<file path="src/rtl/pipe_ctrl_pkg.sv">
// Shared types and constants for the fetch-stage hazard/sequencing controller.
package pipe_ctrl_pkg;

    localparam int ADDR_W_DEF = 32;
    localparam int REG_W_DEF  = 5;
    localparam int REG_ZERO   = 0;

    typedef enum logic [1:0] {
        RUN         = 2'd0,
        PEND        = 2'd1,
        TIMEOUT_ERR = 2'd2
    } ctrl_state_t;

endpackage

</file>
<file path="src/rtl/stall_watchdog.sv">
// Counts consecutive external-stall cycles and pulses expire on the cycle the run reaches MAX_STALL+1.
module stall_watchdog #(
    parameter int MAX_STALL = 255
) (
    input  logic clk,
    input  logic reset,
    input  logic stall_req,
    output logic expire
);

    localparam int CNT_W = $clog2(MAX_STALL + 2);
    localparam logic [CNT_W-1:0] LIMIT = CNT_W'(MAX_STALL);

    logic [CNT_W-1:0] run_cnt;

    // Saturates one past LIMIT so expire fires only once per run.
    always_ff @(posedge clk) begin
        if (reset) begin
            run_cnt <= '0;
        end else if (!stall_req) begin
            run_cnt <= '0;
        end else if (run_cnt <= LIMIT) begin
            run_cnt <= run_cnt + CNT_W'(1);
        end
    end

    assign expire = stall_req && (run_cnt == LIMIT);

endmodule

</file>
<file path="src/rtl/pipeline_hazard_ctrl.sv">
// Fetch-stage sequencing: load-use bubbles, external stalls, EX redirects held across stalls, stall watchdog.
// Optional perf counters are built when HAZARD_PERF_CNT_EN is defined.
module pipeline_hazard_ctrl
    import pipe_ctrl_pkg::*;
#(
    parameter int ADDR_W    = ADDR_W_DEF,
    parameter int REG_W     = REG_W_DEF,
    parameter int MAX_STALL = 255
) (
    input  logic              clk,
    input  logic              reset,
    input  logic [REG_W-1:0]  id_rs1,
    input  logic [REG_W-1:0]  id_rs2,
    input  logic              id_uses_rs1,
    input  logic              id_uses_rs2,
    input  logic [REG_W-1:0]  ex_rd,
    input  logic              ex_mem_read,
    input  logic              ex_redirect,
    input  logic [ADDR_W-1:0] ex_target,
    input  logic              ext_stall_req,
    output logic              stall,
    output logic              jump,
    output logic [ADDR_W-1:0] PC_mux,
    output logic              flush_ifid,
    output logic              flush_idex,
    output logic              stall_timeout
`ifdef HAZARD_PERF_CNT_EN
    ,
    output logic [31:0]       perf_stall_cycles,
    output logic [31:0]       perf_flushes
`endif
);

    ctrl_state_t       st, st_next;
    logic [ADDR_W-1:0] pend_target, pend_next;
    logic              lu;
    logic              expire;

    stall_watchdog #(.MAX_STALL(MAX_STALL)) u_watchdog (
        .clk       (clk),
        .reset     (reset),
        .stall_req (ext_stall_req),
        .expire    (expire)
    );

    assign lu = ex_mem_read && (ex_rd != REG_W'(REG_ZERO)) &&
                ((id_uses_rs1 && (id_rs1 == ex_rd)) || (id_uses_rs2 && (id_rs2 == ex_rd)));

    always_ff @(posedge clk) begin
        if (reset) begin
            st          <= RUN;
            pend_target <= '0;
        end else begin
            st          <= st_next;
            pend_target <= pend_next;
        end
    end

    always_comb begin
        st_next       = st;
        pend_next     = pend_target;
        stall         = 1'b0;
        jump          = 1'b0;
        PC_mux        = '0;
        flush_ifid    = 1'b0;
        flush_idex    = 1'b0;
        stall_timeout = 1'b0;
        case (st)
            RUN: begin
                if (ex_redirect && !ext_stall_req) begin
                    jump       = 1'b1;
                    PC_mux     = ex_target;
                    flush_ifid = 1'b1;
                    flush_idex = 1'b1;
                end else if (ex_redirect) begin
                    pend_next = ex_target;
                    stall     = 1'b1;
                    st_next   = PEND;
                end else if (ext_stall_req) begin
                    stall = 1'b1;
                end else if (lu) begin
                    stall      = 1'b1;
                    flush_idex = 1'b1;
                end
            end
            PEND: begin
                // EX is frozen here, so the live redirect inputs are a stale copy of pend_target.
                if (ext_stall_req) begin
                    stall = 1'b1;
                end else begin
                    jump       = 1'b1;
                    PC_mux     = pend_target;
                    flush_ifid = 1'b1;
                    flush_idex = 1'b1;
                    st_next    = RUN;
                end
            end
            TIMEOUT_ERR: begin
                stall         = 1'b1;
                stall_timeout = 1'b1;
            end
            default: st_next = RUN;
        endcase
        if (expire) begin
            st_next       = TIMEOUT_ERR;
            stall_timeout = 1'b1;
        end
        if (reset) begin
            stall         = 1'b0;
            jump          = 1'b0;
            PC_mux        = '0;
            flush_ifid    = 1'b0;
            flush_idex    = 1'b0;
            stall_timeout = 1'b0;
        end
    end

`ifdef HAZARD_PERF_CNT_EN
    always_ff @(posedge clk) begin
        if (reset) begin
            perf_stall_cycles <= '0;
            perf_flushes      <= '0;
        end else begin
            if (stall)      perf_stall_cycles <= perf_stall_cycles + 32'd1;
            if (flush_ifid) perf_flushes      <= perf_flushes + 32'd1;
        end
    end
`endif

endmodule

</file>
<file path="config.mk">
export PLATFORM = sky130hd
export DESIGN_NAME = pipeline_hazard_ctrl
export DESIGN_NICKNAME = d
export VERILOG_FILES = /design/src/rtl/pipe_ctrl_pkg.sv /design/src/rtl/stall_watchdog.sv /design/src/rtl/pipeline_hazard_ctrl.sv
export SDC_FILE = /design/constraint.sdc
export NUM_CORES = 1
export LEC_CHECK = 0
export CAP_MARGIN = 10
export CORE_MARGIN = 1.5
export CORE_UTILIZATION = 43
export CTS_CLUSTER_DIAMETER = 40
export DETAILED_ROUTE_END_ITERATION = 6
export PLACE_DENSITY = 0.89
export SYNTH_ARGS = -nofsm -noshare
export SYNTH_HDL_FRONTEND = slang
export SYNTH_SLANG_ARGS = --single-unit
</file>
<file path="constraint.sdc">
create_clock -name clk -period 2.65 [get_ports clk]
set_clock_uncertainty 0.2 [all_clocks]
set_input_delay 0.53 -clock clk [delete_from_list [all_inputs] [get_ports clk]]
set_output_delay 0.53 -clock clk [all_outputs]
set_load 0.1 [all_outputs]
</file>
; Yosys cells after proc, flatten, opt, wreduce, memory -nomap -nowiden
; Cells that the tools add are included.
; W data, S select, Z words.
[classes]
eq_ne = 12
mux = 28
reduce_logical = 15
bitwise_logic = 3
n_lt_le_gt_ge = 1
add_sub_neg = 1
[op_table]
columns = cell, count
row1 = $mux W32, 3
row2 = $pmux W32 S2, 1
row3 = $mux W1, 16
row4 = $eq A5 B5 Y1, 2
row5 = $add A9 B1 Y9 const B, 1
row6 = $eq A9 B8 Y1 const B, 1
row7 = $le A9 B8 Y1 const B, 1
row8 = $ne A3 B3 Y1 const B, 3
row9 = $mux W2, 4
row10 = $ne A2 B2 Y1 const B, 4
row11 = $reduce_and A4 Y1, 2
row12 = $logic_and A1 B1 Y1, 6
row13 = $pmux W2 S3, 1
row14 = $reduce_bool A5 Y1, 1
row15 = $pmux W1 S2, 2
row16 = $reduce_or A2 Y1, 2
row17 = $not A1 Y1, 3
row18 = $pmux W1 S3, 1
row19 = $reduce_and A3 Y1, 1
row20 = $eq A2 B1 Y1 const B, 1
row21 = $eq A2 B2 Y1 const B, 1
row22 = $logic_not A2 Y1, 1
row23 = $logic_not A1 Y1, 1
row24 = $logic_or A1 B1 Y1, 1
[totals]
elab_cells = 64
inputBits = 54
regBits = 43

; Depth between registers and ports, before layout
; Gate-level depths: netlist of the first run.
[logic_depth]
word_depth = 10
ltp_mapped = 8
mapped_depth_nobuf = 8

; Cells and area by module
; Synthesis of the first run repeated with hierarchy kept, for this count alone.
[hier_totals]
hier_cells = 324
hier_area_um2 = 2457.4
[by_module_without_submodules]
columns = mod, n_inst, cells_each, area_per_inst_um2
row1 = pipeline_hazard_ctrl, 1, 251, 1896.8
row2 = stall_watchdog, 1, 73, 560.5

; Worst setup path before layout of the first run
; OpenSTA, ideal clock, no wires.
[synth_timing]
kind = input to output
from = in reset
to = out jump
slack_ns = -1.889
path_buffers = 3
arrival_ns = 3.809
stages = 5
required_time_ns = 1.920
cell_sequence = clkbuf_1 -> or2_2 -> buf_2 -> nor3_1 -> buf_4
[synth_between]
elab_chain_len = 1
[synth_rtl]
columns = item, line
row1 = "start, declared", pipeline_hazard_ctrl.sv:11  ; input logic reset,
row2 = $mux W1, n/a
row3 = "end, declared", pipeline_hazard_ctrl.sv:22  ; output logic jump,
; No other way between the ends.

; Worst setup path after layout of the first run
[layout_timing]
from = reg u_watchdog.run_cnt[4]
to = out stall_timeout
[layout_between]
elab_chain_len = 4
[layout_rtl]
columns = item, line
row1 = "start, declared", stall_watchdog.sv:14  ; logic [CNT_W-1:0] run_cnt;
row2 = "start signal, assigned", stall_watchdog.sv:23  ; run_cnt <= run_cnt + CNT_W'(1);
row3 = $eq A9 B8 Y1, stall_watchdog.sv:27  ; assign expire = stall_req && (run_cnt == LIMIT);
row4 = $logic_and A1 B1 Y1, stall_watchdog.sv:27
row5 = $mux W1, pipeline_hazard_ctrl.sv:104  ; if (expire) begin
row6 = $mux W1, pipeline_hazard_ctrl.sv:108  ; if (reset) begin
row7 = "end, declared", pipeline_hazard_ctrl.sv:26  ; output logic stall_timeout
; No other way between the ends.

==> results of run 1 <==
[through the flow]
step	hold slack (ps)	area (µm²)
after floorplan	233	2580
after global placement	242	3950
after detailed placement	251	3950
after CTS	263	4300
after global routing	284	4300
final	266	4300
[worst max-delay path, stage by stage, from the launching register on]
cell	delay, ps
dfxtp_1	400
and3_4	240
nand2_1	170
nor2_2	200
ha_4	180
a21oi_1	130
nor2_4	130
buf_12	180
[per-layer routing]
metal	up-vias	track usage, %	routed length [µm]
met5	-	0	0
met4	0	17.5	517
met3	53	6.56	531
met2	156	60.0	4870
met1	1333	36.8	3370
li1	1236	-	-
[synth_stat cells (all sizes together), types with 2 or more instances]
| library cell | number |
|---|---|
| dfxtp | 43 |
| nor2b | 2 |
| clkbuf | 13 |
| nand4 | 2 |
| nand2 | 70 |
| inv | 2 |
| and3 | 2 |
| nor2 | 43 |
| buf | 10 |
| a21oi | 38 |
| or3 | 3 |
| xor2 | 4 |
| o21ai | 5 |
| o21a | 2 |
| ha | 2 |
| nor4b | 2 |
| a22oi | 32 |
| nand3 | 3 |
| nand2b | 2 |
| xnor2 | 10 |
[logic make-up after synthesis]
kind of cell    after synthesis  synth area share, %
compound gates               82                 23.9
xor+xnor                     14                 5.47
fa+ha+maj                     2                 1.12
buf+inv                      25                 5.13
flops                        43                 38.4
simple gates                135                 25.9
[how the worst min path moves through the flow]
stage / slack, ps / endpoint
final: 270 / pend_target[3]
after floorplan: 230 / pend_target[1]
after global routing: 280 / pend_target[3]
after CTS: 260 / pend_target[18]
after detailed placement: 250 / pend_target[1]
after global placement: 240 / pend_target[1]
[cell type report]
cell class                 count  area (µm²)  share of cell area [%]
clock buffer                   6        82.6                    1.92
clock inverter                 2        35.0                   0.814
multi-input combinational    233        1720                    40.0
inverter                       2        7.51                   0.174
tap                           70        87.6                    2.03
timing repair buffer         114        1500                    34.9
sequential                    43         866                    20.1
[sequential cells by signal, indices dropped and copies added (netlist names)]
name,count
st,2
pend_target,32
u_watchdog.run_cnt,9
[power by group]
| group | internal, mW | switching, mW | total (mW) |
|---|---|---|---|
| combinational | 0.224 | 0.311 | 0.535 |
| sequential | 0.671 | 0.0175 | 0.688 |
| clock | 0.305 | 0.242 | 0.547 |
| total | 1.20 | 0.570 | 1.77 |
[what timing repair did]
| item | 4_1_cts | 5_1_grt |
|---|---|---|
| buffers inserted | 4 | 3 |
| resized for setup | 56 | 13 |
| gates cloned | 3 | 0 |
| endpoints found under the setup margin | 35 | 35 |
| pin swaps | 40 | 15 |
==> metrics, run 1 <==
min cycle time layout 2670 ps; gp weighted congestion 0.887; most common cell after layout, fill and taps aside nand2_1; drt total wl 9290 µm; CTS hold repair buffers 0; Die Area 0.00566 mm²; dpl cells 452; Pre-antenna DRT Iters 5; Site Rows 26; Cells after Synth 301; yosys warns 0; global-route usage over all layers 33.3%; Vias 2778; Core Area 0.00507 mm²; cell area after synthesis 0.00224 mm²; critical path peak fanout 4; post-synth top area share 38.4%; period utilisation layout 101%; final net count 455; syn nets 357; Final Setup Violations 2; maxcap violations 0; Slew headroom 65.3%; failing checks setup timing; Hold Path Stages 2; top achievable clock speed 0.374 GHz; DRC viols 0; Worst EP required 1920 ps; Port Buffers 90; first-pass GRT wire length 13900 µm; ys async rst share 0%; vias in the first global route 2815; Worst Setup EP stall_timeout; final cell count without fillers 470; cell taking the most area after synthesis dfxtp_1; Vias/cell 5.91; reg2reg end u_watchdog.run_cnt[7]; Reg clk slew, reported paths 90 ps; cts bufs inserted 5; DR WL/cell 19.8 µm; chip height 75.2 µm; Total Power 1.77 mW; Initial Utilization 44.2%; Slew Limit Fails 0; Power Dens Cells 411 mW/mm²; ant diodes 0; post-synthesis sequential area ratio 38.4%; Cell variety after synth 36; reg2reg start u_watchdog.run_cnt[4]; CP startpoint u_watchdog.run_cnt[4]; drt initial violations 197; Worst-Skew Late Latency 300 ps; IO Pins 91; H-tree depth 2; reg-to-reg setup timing slack 110 ps; Area Growth Syn to Fin 92.0%; Area contributors post-synth dfxtp_1, nand2_1, a22oi_1, a21oi_1, nor2_1; HP Start pend_target[3]; setup slack after layout -22.3 ps; Worst VDD drop 0.372 mV; DIE WIDTH 75.2 µm; CTS tree yes; remaining antenna violation count 0; final-layout fill cell count 261; Worst Tran Pin Value 520 ps; clock buffer depth 2; Hold WC Path Type reg -> reg; final hold vios 0; setup TNS -23.5 ps; FF+latch count, synth 43; HPWL after detailed placement 5240 µm; Synth Flop Type dfxtp_1; outcome complete, but fails checks; crit end category output pin; total grt overflow 0; CP startpoint kind register; Post-synth EDFFs 0; post-place setup slack -262 ps; clk root buf clkbuf_8; Worst R2R Path Depth 9; Critical Setup Path Class reg -> out; Arr. time, crit path 1940 ps; pin count of the biggest net entering global routing 37; static leakage power 1.50 nW; end-of-flow core utilization 84.8%; CTS sink cnt 43; commonest non-fill, non-tap cells in the layout nand2_1, buf_12, dfxtp_1, a21oi_1, clkdlybuf4s50_1; syn_area_per_cell 7.45 µm²; fraction of layout cells with a size suffix above 1 38.0%; initial antenna violation count 0
Note: power is estimated with default switching activity, not from simulation.
==> run 2: changes to the inputs <==
--- a/config.mk
+++ b/config.mk
@@ -9,6 +9,7 @@
 export CORE_MARGIN = 1.5
 export CORE_UTILIZATION = 43
 export CTS_CLUSTER_DIAMETER = 40
+export CTS_CLUSTER_SIZE = 24
 export DETAILED_ROUTE_END_ITERATION = 6
 export PLACE_DENSITY = 0.89
 export SYNTH_ARGS = -nofsm -noshare
==> results of run 2 <==
No change in the layout: final DEF, timing and power equal those of run 1.
==> run 3: changes to the inputs <==
--- a/config.mk
+++ b/config.mk
@@ -5,7 +5,7 @@
 export SDC_FILE = /design/constraint.sdc
 export NUM_CORES = 1
 export LEC_CHECK = 0
-export CAP_MARGIN = 10
+export ABC_CLOCK_PERIOD_IN_PS = 2650
 export CORE_MARGIN = 1.5
 export CORE_UTILIZATION = 43
 export CTS_CLUSTER_DIAMETER = 40
@@ -15,3 +15,4 @@
 export SYNTH_ARGS = -nofsm -noshare
 export SYNTH_HDL_FRONTEND = slang
 export SYNTH_SLANG_ARGS = --single-unit
+export TNS_END_PERCENT = 20
==> run 3 against run 2 <==
Against the previous run:
- the run now ends clean
- sequential share of layout area is 0.67 points higher
- maximum frequency is 1.9% higher
- die area stayed put
- register-to-register slack better by 210 ps
- largest power group unchanged
- clock-buffer cell count is 1 higher
- non-clock buffer count stayed put
- first-iteration DRC count is 32% lower
- combinational power is 4.5% lower
- worst setup slack better by 50 ps
- global-route usage is 3.7 points lower
- flip-flop and latch count stayed put
- wire length is 13% lower
==> metrics, run 3 (synthesis results as in run 1) <==
outcome completed; fraction of layout cells with a size suffix above 1 32.0% (-6.0 points); critical path peak fanout 4 (unchanged); HP Start pend_target[5]; clock power share 25.3% (-5.6 points); Worst Tran Pin Value 409 ps (-111 ps); Area Growth Syn to Fin 85.5%; H-tree depth 2 (unchanged); reg-to-reg setup timing slack 320 ps (+210 ps); Net Switching 533 µW (-6.6%); DRC viols 0 (unchanged); clock buffer depth 2 (unchanged); Slew headroom 72.8% (+7.4 points); total grt overflow 0 (unchanged); final net count 455 (unchanged); DR WL/cell 17.2 µm (-13%); drt total wl 8090 µm (-13%); first-pass GRT wire length 12600 µm (-9.7%); drt initial violations 134 (-32%); CTS hold repair buffers 0 (unchanged); Largest regs pend_target x32, u_watchdog.run_cnt x9, st x2; Hold WC Path Type reg -> reg; Site Rows 26 (unchanged); max reg flops 32 (unchanged); final-layout fill cell count 288 (+10%); IO Pins 91 (unchanged); Worst VDD drop 0.272 mV (-27%); CTS sink cnt 43 (unchanged); cts bufs inserted 5 (unchanged); DIE WIDTH 75.2 µm (unchanged); ant diodes 0 (unchanged); HPWL after detailed placement 5480 µm (+4.5%); static leakage power 1.45 nW (-3.1%); top achievable clock speed 0.381 GHz (+1.9%); share of total power in sequential cells 42.8% (+3.9 points); Hold Path Stages 2 (unchanged); reg2reg end u_watchdog.run_cnt[7]; CP startpoint kind input pin; clk root buf clkbuf_8; Total Power 1.60 mW (-9.4%); chip height 75.2 µm (unchanged); final hold vios 0 (unchanged); Port Buffers 90 (unchanged); reg2reg start u_watchdog.run_cnt[5]; Slew Limit Fails 0 (unchanged); Final Setup Violations 0 (-2); CTS tree yes; crit end category output pin; initial antenna violation count 0 (unchanged); Worst R2R Path Depth 9 (unchanged); Top reg by flops pend_target; Worst EP required 1920 ps (about the same); maxcap violations 0 (unchanged); final cell count without fillers 470 (unchanged); Int Pwr 1.07 mW (-11%); Vias/cell 5.67 (-4.0%); Die Area 0.00566 mm² (unchanged); Worst-Skew Late Latency 300 ps (about the same); Sw Share 33.2% (+1.0 points); remaining antenna violation count 0 (unchanged); Arr. time, crit path 1890 ps (-50 ps); RSZ-0062 raised after global routing yes; Critical Setup Path Class in -> out; commonest non-fill, non-tap cells in the layout nand2_1, dfxtp_1, buf_12, a21oi_1, clkdlybuf4s50_1; Min-Delay Endpoint pend_target[5]; Vias 2667 (-4.0%); Pre-antenna DRT Iters 4 (-1); min cycle time layout 2620 ps (-49.7 ps); period utilisation layout 99.0% (-1.9 points); Reg clk slew, reported paths 70 ps (-20 ps); dpl cells 457 (+1.1%); Power Dens Cells 386 mW/mm² (-6.2%); combinational cell fraction of total power 31.9% (+1.7 points); global-route usage over all layers 29.6% (-3.7 points); Initial Utilization 44.2% (unchanged); gp weighted congestion 0.795 (-10%); vias in the first global route 2685 (-4.6%); most common cell after layout, fill and taps aside nand2_1; pin count of the biggest net entering global routing 37 (unchanged); Core Area 0.00507 mm² (unchanged)
-- run 3: layout make-up --
type	instances	area, µm²	area share [%]
inverters	2	7.51	0.181
flip-flops and latches	43	865	20.8
multi-input cells	233	1610	38.8
well taps	70	87.6	2.11
clock inverters	1	5.00	0.120
clock buffers	7	76.3	1.84
repair buffers	114	1500	36.2
-- run 3: worst max-delay path, cell delays in order --
cell and delay [ps]:
clkdlybuf4s15_2 230, nor4b_4 250, buf_4 200, bufbuf_16 270, a22oi_2 70, nor2_4 150, buf_12 180
-- run 3: repair_timing --
action / 4_1_cts / 5_1_grt
resized for setup: 35 / 9
setup endpoints to repair: 34 / 7
buffers inserted: 2 / 0
cloned: 3 / 0
pin swaps: 20 / 6
-- run 3: per-layer routing --
metal	GRT usage [%]	routed length, µm	vias to the layer above
met3	7.10	566	32
li1	-	-	1232
met2	53.6	4390	137
met1	31.7	2840	1266
met5	0	0	-
met4	15.7	294	0
-- run 3: stage by stage --
| step | setup slack [ps] | TNS (ps) | hold WS (ps) | util, % | instance area, µm² |
|---|---|---|---|---|---|
| 6_report | 27.4 | 0 | 262 | 82.0 | 4160 |
| 5_1_grt | -8.96 | -14.6 | 274 | 82.0 | 4160 |
| 4_1_cts | 1.29 | 0 | 258 | 81.6 | 4140 |
| 3_5_place_dp | -248 | -3950 | 248 | 78.0 | 3960 |
| 3_3_place_gp | -189 | -3100 | 242 | 78.0 | 3960 |
| 2_1_floorplan | -232 | -5440 | 233 | - | 2570 |
-- run 3: how the worst max path moves through the flow --
| stage | start | endpoint | cells past startpoint |
|---|---|---|---|
| after floorplan | reset | jump | 5 |
| after global placement | ex_rd[1] | stall | 6 |
| after detailed placement | ex_rd[1] | stall | 6 |
| after CTS | ex_rd[3] | flush_idex | 7 |
| after global routing | id_rs2[2] | flush_idex | 7 |
| final | ext_stall_req | PC_mux[30] | 7 |
-- run 3: power by group through the flow --
stage                     logic (mW)  clock network (mW)  registers (mW)
after global placement         0.479                   0           0.697
after global routing           0.535               0.441           0.689
after CTS                      0.506               0.409           0.686
after floorplan                0.282                   0           0.695
after detailed placement       0.492                   0           0.701
final                          0.511               0.406           0.687
